<file path="src/rtl/bcd_counter_display.sv">
// Purpose: tick divider driving a DIGITS-wide BCD up/down counter, time-multiplexed onto one 7-segment bus.
// Latency: tick 1 cycle after divider terminal count; count/wrap update on the tick-cycle edge; display 1 cycle behind count/scan.
// Backpressure: none; free-running, every input sampled on every clk_50MHz edge.
module bcd_counter_display #(
  parameter int CLK_HZ     = 50000000,
  parameter int TICK_HZ    = 1,
  parameter int SCAN_HZ    = 1000,
  parameter int DIGITS     = 4,
  parameter int ACTIVE_LOW = 1,
  parameter int LZ_BLANK   = 0
) (
  input  logic                clk_50MHz,
  input  logic                reset,
  input  logic                enable,
  input  logic                up_down,
  input  logic                load,
  input  logic [4*DIGITS-1:0] load_value,
  output logic                tick,
  output logic [4*DIGITS-1:0] count_bcd,
  output logic                wrap,
  output logic [6:0]          seg,
  output logic [DIGITS-1:0]   digit_sel
);

  localparam int DIV  = CLK_HZ / TICK_HZ;
  localparam int SDIV = CLK_HZ / SCAN_HZ;
  localparam int DW   = $clog2(DIV);
  localparam int SW   = $clog2(SDIV);
  localparam int IW   = (DIGITS > 1) ? $clog2(DIGITS) : 1;

  localparam logic [DW-1:0] DIV_LAST  = DW'(DIV - 1);
  localparam logic [SW-1:0] SDIV_LAST = SW'(SDIV - 1);
  localparam logic [IW-1:0] IDX_LAST  = IW'(DIGITS - 1);

  logic [DW-1:0]       div_cnt;
  logic [SW-1:0]       sdiv_cnt;
  logic [IW-1:0]       scan_idx;
  logic [4*DIGITS-1:0] cnt_nxt;
  logic                wrap_nxt;
  logic                carry;
  logic [3:0]          dg;
  logic [3:0]          dg_nxt;
  logic [DIGITS-1:0]   lz_mask;
  logic                zero_above;
  logic [3:0]          scan_digit;
  logic                scan_blank;
  logic [6:0]          seg_raw;
  logic [DIGITS-1:0]   sel_raw;

  // gfedcba pattern, active-high; non-decimal codes are blank
  function automatic logic [6:0] seg_enc(input logic [3:0] d);
    case (d)
      4'd0:    seg_enc = 7'h3F;
      4'd1:    seg_enc = 7'h06;
      4'd2:    seg_enc = 7'h5B;
      4'd3:    seg_enc = 7'h4F;
      4'd4:    seg_enc = 7'h66;
      4'd5:    seg_enc = 7'h6D;
      4'd6:    seg_enc = 7'h7D;
      4'd7:    seg_enc = 7'h07;
      4'd8:    seg_enc = 7'h7F;
      4'd9:    seg_enc = 7'h6F;
      default: seg_enc = 7'h00;
    endcase
  endfunction

  // Free-running tick divider; tick is the registered terminal-count flag
  always_ff @(posedge clk_50MHz) begin
    if (reset) begin
      div_cnt <= '0;
      tick    <= 1'b0;
    end else begin
      div_cnt <= (div_cnt == DIV_LAST) ? '0 : div_cnt + DW'(1);
      tick    <= (div_cnt == DIV_LAST);
    end
  end

  // Next count: load (with out-of-range digits forced to 0) beats a ripple BCD step
  always_comb begin
    cnt_nxt  = count_bcd;
    wrap_nxt = 1'b0;
    carry    = 1'b0;
    dg       = 4'd0;
    dg_nxt   = 4'd0;
    if (load) begin
      for (int i = 0; i < DIGITS; i++) begin
        dg = load_value[4*i +: 4];
        cnt_nxt[4*i +: 4] = (dg > 4'd9) ? 4'd0 : dg;
      end
    end else if (tick && enable) begin
      carry = 1'b1;
      for (int i = 0; i < DIGITS; i++) begin
        dg     = count_bcd[4*i +: 4];
        dg_nxt = dg;
        if (carry) begin
          if (up_down) begin
            if (dg == 4'd9) dg_nxt = 4'd0;
            else begin dg_nxt = dg + 4'd1; carry = 1'b0; end
          end else begin
            if (dg == 4'd0) dg_nxt = 4'd9;
            else begin dg_nxt = dg - 4'd1; carry = 1'b0; end
          end
        end
        cnt_nxt[4*i +: 4] = dg_nxt;
      end
      // carry surviving past the top digit means every digit rolled over
      wrap_nxt = carry;
    end
  end

  // Count and wrap registers
  always_ff @(posedge clk_50MHz) begin
    if (reset) begin
      count_bcd <= '0;
      wrap      <= 1'b0;
    end else begin
      count_bcd <= cnt_nxt;
      wrap      <= wrap_nxt;
    end
  end

  // Scan divider and digit index
  always_ff @(posedge clk_50MHz) begin
    if (reset) begin
      sdiv_cnt <= '0;
      scan_idx <= '0;
    end else begin
      sdiv_cnt <= (sdiv_cnt == SDIV_LAST) ? '0 : sdiv_cnt + SW'(1);
      if (sdiv_cnt == SDIV_LAST)
        scan_idx <= (scan_idx == IDX_LAST) ? '0 : scan_idx + IW'(1);
    end
  end

  // Leading-zero mask (top-down) and selection of the scanned digit
  always_comb begin
    zero_above = 1'b1;
    lz_mask    = '0;
    scan_digit = 4'd0;
    scan_blank = 1'b0;
    sel_raw    = '0;
    for (int i = DIGITS - 1; i >= 0; i--) begin
      zero_above = zero_above & (count_bcd[4*i +: 4] == 4'd0);
      lz_mask[i] = (LZ_BLANK != 0) && (i != 0) && zero_above;
    end
    for (int i = 0; i < DIGITS; i++) begin
      if (scan_idx == IW'(i)) begin
        scan_digit = count_bcd[4*i +: 4];
        scan_blank = lz_mask[i];
        sel_raw[i] = 1'b1;
      end
    end
    seg_raw = scan_blank ? 7'h00 : seg_enc(scan_digit);
  end

  // Display output register; polarity applied here so outputs are glitch-free
  always_ff @(posedge clk_50MHz) begin
    if (reset) begin
      seg       <= (ACTIVE_LOW != 0) ? 7'h7F : 7'h00;
      digit_sel <= (ACTIVE_LOW != 0) ? ~DIGITS'(1) : DIGITS'(1);
    end else begin
      seg       <= (ACTIVE_LOW != 0) ? ~seg_raw : seg_raw;
      digit_sel <= (ACTIVE_LOW != 0) ? ~sel_raw : sel_raw;
    end
  end

endmodule
</file>
<file path="config.mk">
export PLATFORM = sky130hd
export DESIGN_NAME = bcd_counter_display
export DESIGN_NICKNAME = d
export VERILOG_FILES = /design/src/rtl/bcd_counter_display.sv
export SDC_FILE = /design/constraint.sdc
export NUM_CORES = 1
export LEC_CHECK = 0
export ABC_AREA = 1
export CAP_MARGIN = 20
export CELL_PAD_IN_SITES_DETAIL_PLACEMENT = 1
export CELL_PAD_IN_SITES_GLOBAL_PLACEMENT = 2
export CORE_MARGIN = 1.5
export CORE_UTILIZATION = 34
export CTS_CLUSTER_DIAMETER = 60
export DETAILED_ROUTE_END_ITERATION = 8
export PLACE_DENSITY_LB_ADDON = 0.1
export SLEW_MARGIN = 20
export SYNTH_ARGS = -nofsm -noshare
export SYNTH_HDL_FRONTEND = slang
export SYNTH_SLANG_ARGS = --single-unit
</file>
<file path="constraint.sdc">
create_clock -name clk_50MHz -period 4.65 [get_ports clk_50MHz]
set_input_delay 0.465 -clock clk_50MHz [delete_from_list [all_inputs] [get_ports clk_50MHz]]
set_output_delay 0.465 -clock clk_50MHz [all_outputs]
set_load 0.01 [all_outputs]
</file>
==> flow_summary_export.csv <==
group,metric,value,unit
floorplanning,die_area,13700,sq um
clocking,postCtsSetupBuffers,0,
routing,drtAntennaViolNets,0,
floorplanning,die_w,117,microns
clocking,clk_latency,0.35,ns
power,p_per_area,318,nW/um^2
setup_path,slowest_delay,0.84,ns
routing,vias_per_cell,4.87,
clocking,cts.sinks,73,
sta,tightestPinTransition,0.871,ns
sta,slew_headroom,41.9,%
clocking,cts_resized,0,
setup_path,crit_type,"in -> reg",
status,status,"complete, no violations",
placement,dp.cells,869,
clocking,cts-hold-fix-buffers,0,
floorplanning,initial_core_util,35.0,%
placement,io_buffers,49,
routing,drt_wl_total,12.4,mm
routing,route.detailed.drc,0,
routing,drt_pre_antenna_iters,4,
setup_path,crit_buf_inv,3,
cells_and_area,fin_nets,740,
setup_path,crit_path_end_kind,"flip-flop",
sta,period_share,52.4,%
power,p_leak,2.12,nW
setup_path,crit_fanout,20,
cells_and_area,insertedDiodeCount,0,
global_routing,antenna_found_initial,0,
clocking,cts-root-buf,"clkbuf_16",
floorplanning,row_count,41,
global_routing,grt_use_total,19.6,%
synth,ys_seq_elements,73,
setup_path,cp-start-kind,"primary input",
cells_and_area,fillers,1634,
placement,post-dp-hpwl,9.47,mm
power,power,1.70,mW
clocking,cts_made_buffers,9,
global_routing,grt_max_degree,26,
clocking,clk_pin_slew,0.06,ns
cells_and_area,syn_to_final_growth,20.9,%
synth,synth_area_leader_cell,"dfxtp_1",
sta,finalHoldViolations,0,
setup_path,cp.required,4.89,ns
routing,dr_total_vias,4311,
sta,tns,0,ns
global_routing,grt-ovfl-total,0,
sta,fmax,0.410,GHz
setup_path,crit_family,"buffers and inverters",
cells_and_area,drive_above_1_share,9.96,%
clocking,cts_max_level,3,
floorplanning,core,12700,sq um
sta,skew,0.00571,ns
setup_path,cp_slowest_cell,"clkdlybuf4s50_1",
synth,netlist_area,4440,sq um
global_routing,grt_pass1_wl,20.9,mm
synth,syn_area_per_cell,6.64,sq um
synth,synth.distinct_cells,39,
synth,yosysSeqAreaShare,32.9,%
floorplanning,num_io_pins,50,
clocking,clockBufferDepth,2,
sta,drv_slew,0,
synth,syn_inst,668,
routing,drt-initial-drc-count,124,
floorplanning,die_h,117,microns
synth,synth_top_area_share,32.9,%
power,peakVddDrop,0.216,mV
flow_run,cap_violations,0,
setup_path,worstPathCellList,"clkdlybuf4s50_1 -> inv_1 -> nand2_1 -> nand2_4 -> inv_2 -> o21ai_1 -> nor2_1",
placement,gp_congestion,0.801,
cells_and_area,final_core_util,42.3,%
cells_and_area,finalNonFillerCells,885,
sta,fin_crit,2.44,ns
setup_path,arrival,2.68,ns
synth,syn-num-nets,700,
clocking,cts_tree,"yes",
cells_and_area,multi_input_comb_area,2570,sq um
global_routing,grt_pass1_vias,4398,
synth,yosysWarnings,0,
routing,avgRoutedWirePerCell,14.0,microns
sta,final-setup-viol-count,0,
synth,netlist_top_cells_area,"dfxtp_1 (33%), nand2_1 (14%), nand3_1 (7.2%)",
sta,rsz0062_at_grt,"false",
cells_and_area,seq_area,1460,sq um
worst_hold_path,holdCritPathClass,"reg -> reg",
routing by layer:
| layer | vias up | global-route usage (%) | share of wire, % |
|---|---|---|---|
| met5 | - | 0 | 0 |
| met4 | 0 | 7.95 | 1.7 |
| met3 | 9 | 3.45 | 3.2 |
| met2 | 39 | 35.5 | 51 |
| met1 | 2033 | 22.7 | 44 |
| li1 | 2230 | - | - |
power breakdown:
group / switching (mW) / total [mW] / leakage (nW) / internal [mW]
combinational: 0.123 / 0.216 / 1.36 / 0.0929
sequential: 0.0291 / 0.675 / 0.595 / 0.646
clock: 0.286 / 0.813 / 0.163 / 0.527
total: 0.438 / 1.70 / 2.12 / 1.27
final cells by class:
class / instances / share of cell area (%)
multi-input combinational: 500 / 47.9
clock inverter: 6 / 2.15
tap: 172 / 4.01
inverter: 75 / 5.25
timing repair buffer: 49 / 9.14
sequential: 73 / 27.2
clock buffer: 10 / 4.27
final timing paths:
kind | startpoint | endpoint | slack (ns) | depth (start not counted)
hold reg to reg | div_cnt[0] | div_cnt[0] | 0.46 | 1
hold / removal | div_cnt[0] | div_cnt[0] | 0.46 | 1
setup reg to reg | scan_idx[0] | seg[0] | 2.25 | 8
setup / recovery | load | count_bcd[10] | 2.21 | 7
flip-flops by register name, summed over array words and instances, names as in the netlist:
signal / count
seg: 7
scan_idx: 2
count_bcd: 16
digit_sel: 4
wrap: 1
tick: 1
sdiv_cnt: 16
div_cnt: 26
cells by family after synthesis:
kind of cell / synth area share, %
buf+inv: 9.13
simple gates: 41.7
flops: 32.9
compound gates: 9.59
fa+ha+maj: 3.10
xor+xnor: 3.55
layout by cell type (no fill, tap or decap), types with 2 or more instances in the layout:
| cell type | n |
|---|---|
| a21oi_1 | 35 |
| a21oi_2 | 2 |
| a31oi_1 | 3 |
| bufinv_16 | 3 |
| clkbuf_16 | 9 |
| clkdlybuf4s50_1 | 49 |
| dfxtp_1 | 73 |
| ha_1 | 11 |
| inv_1 | 68 |
| inv_2 | 7 |
| nand2_1 | 171 |
| nand2_2 | 10 |
| nand2_4 | 6 |
| nand3_1 | 64 |
| nand3_2 | 2 |
| nand4_1 | 12 |
| nor2_1 | 82 |
| nor2_2 | 11 |
| nor2_4 | 7 |
| nor3_1 | 14 |
| nor4_2 | 3 |
| o211ai_1 | 3 |
| o21ai_0 | 23 |
| o21ai_1 | 4 |
| o21ai_2 | 2 |
| o31ai_1 | 2 |
| or2_0 | 5 |
| or2_2 | 2 |
| xnor2_1 | 9 |
| xor2_1 | 9 |
worst register-to-register path, delay by kind of cell (launching register included):
kind            cells  cell delay (ns)
fa+ha+maj           2             0.61
compound gates      1             0.50
simple gates        3             0.46
buf+inv             2             0.26
flops               1             0.40
cell usage after synthesis (all sizes together):
library cell,n
a21oi,37
a221oi,1
a31o,1
a31oi,3
buf,17
clkbuf,3
dfxtp,73
ha,11
inv,75
nand2,187
nand3,66
nand3b,1
nand4,13
nor2,100
nor3,15
nor3b,2
nor4,3
o211ai,3
o21ai,29
o22ai,1
o31ai,2
or2,7
xnor2,9
xor2,9
stage by stage:
step / worst slack (ns) / instance area, sq um / hold slack, ns
finish: 2.21 / 5360 / 0.461
global route: 1.98 / 5360 / 0.477
CTS: 2.20 / 5360 / 0.465
detailed placement: 1.82 / 5020 / 0.457
global placement: 1.88 / 5020 / 0.427
floorplan: 2.69 / 4440 / 0.418
No activity file was read; power rests on OpenSTA's default activity.
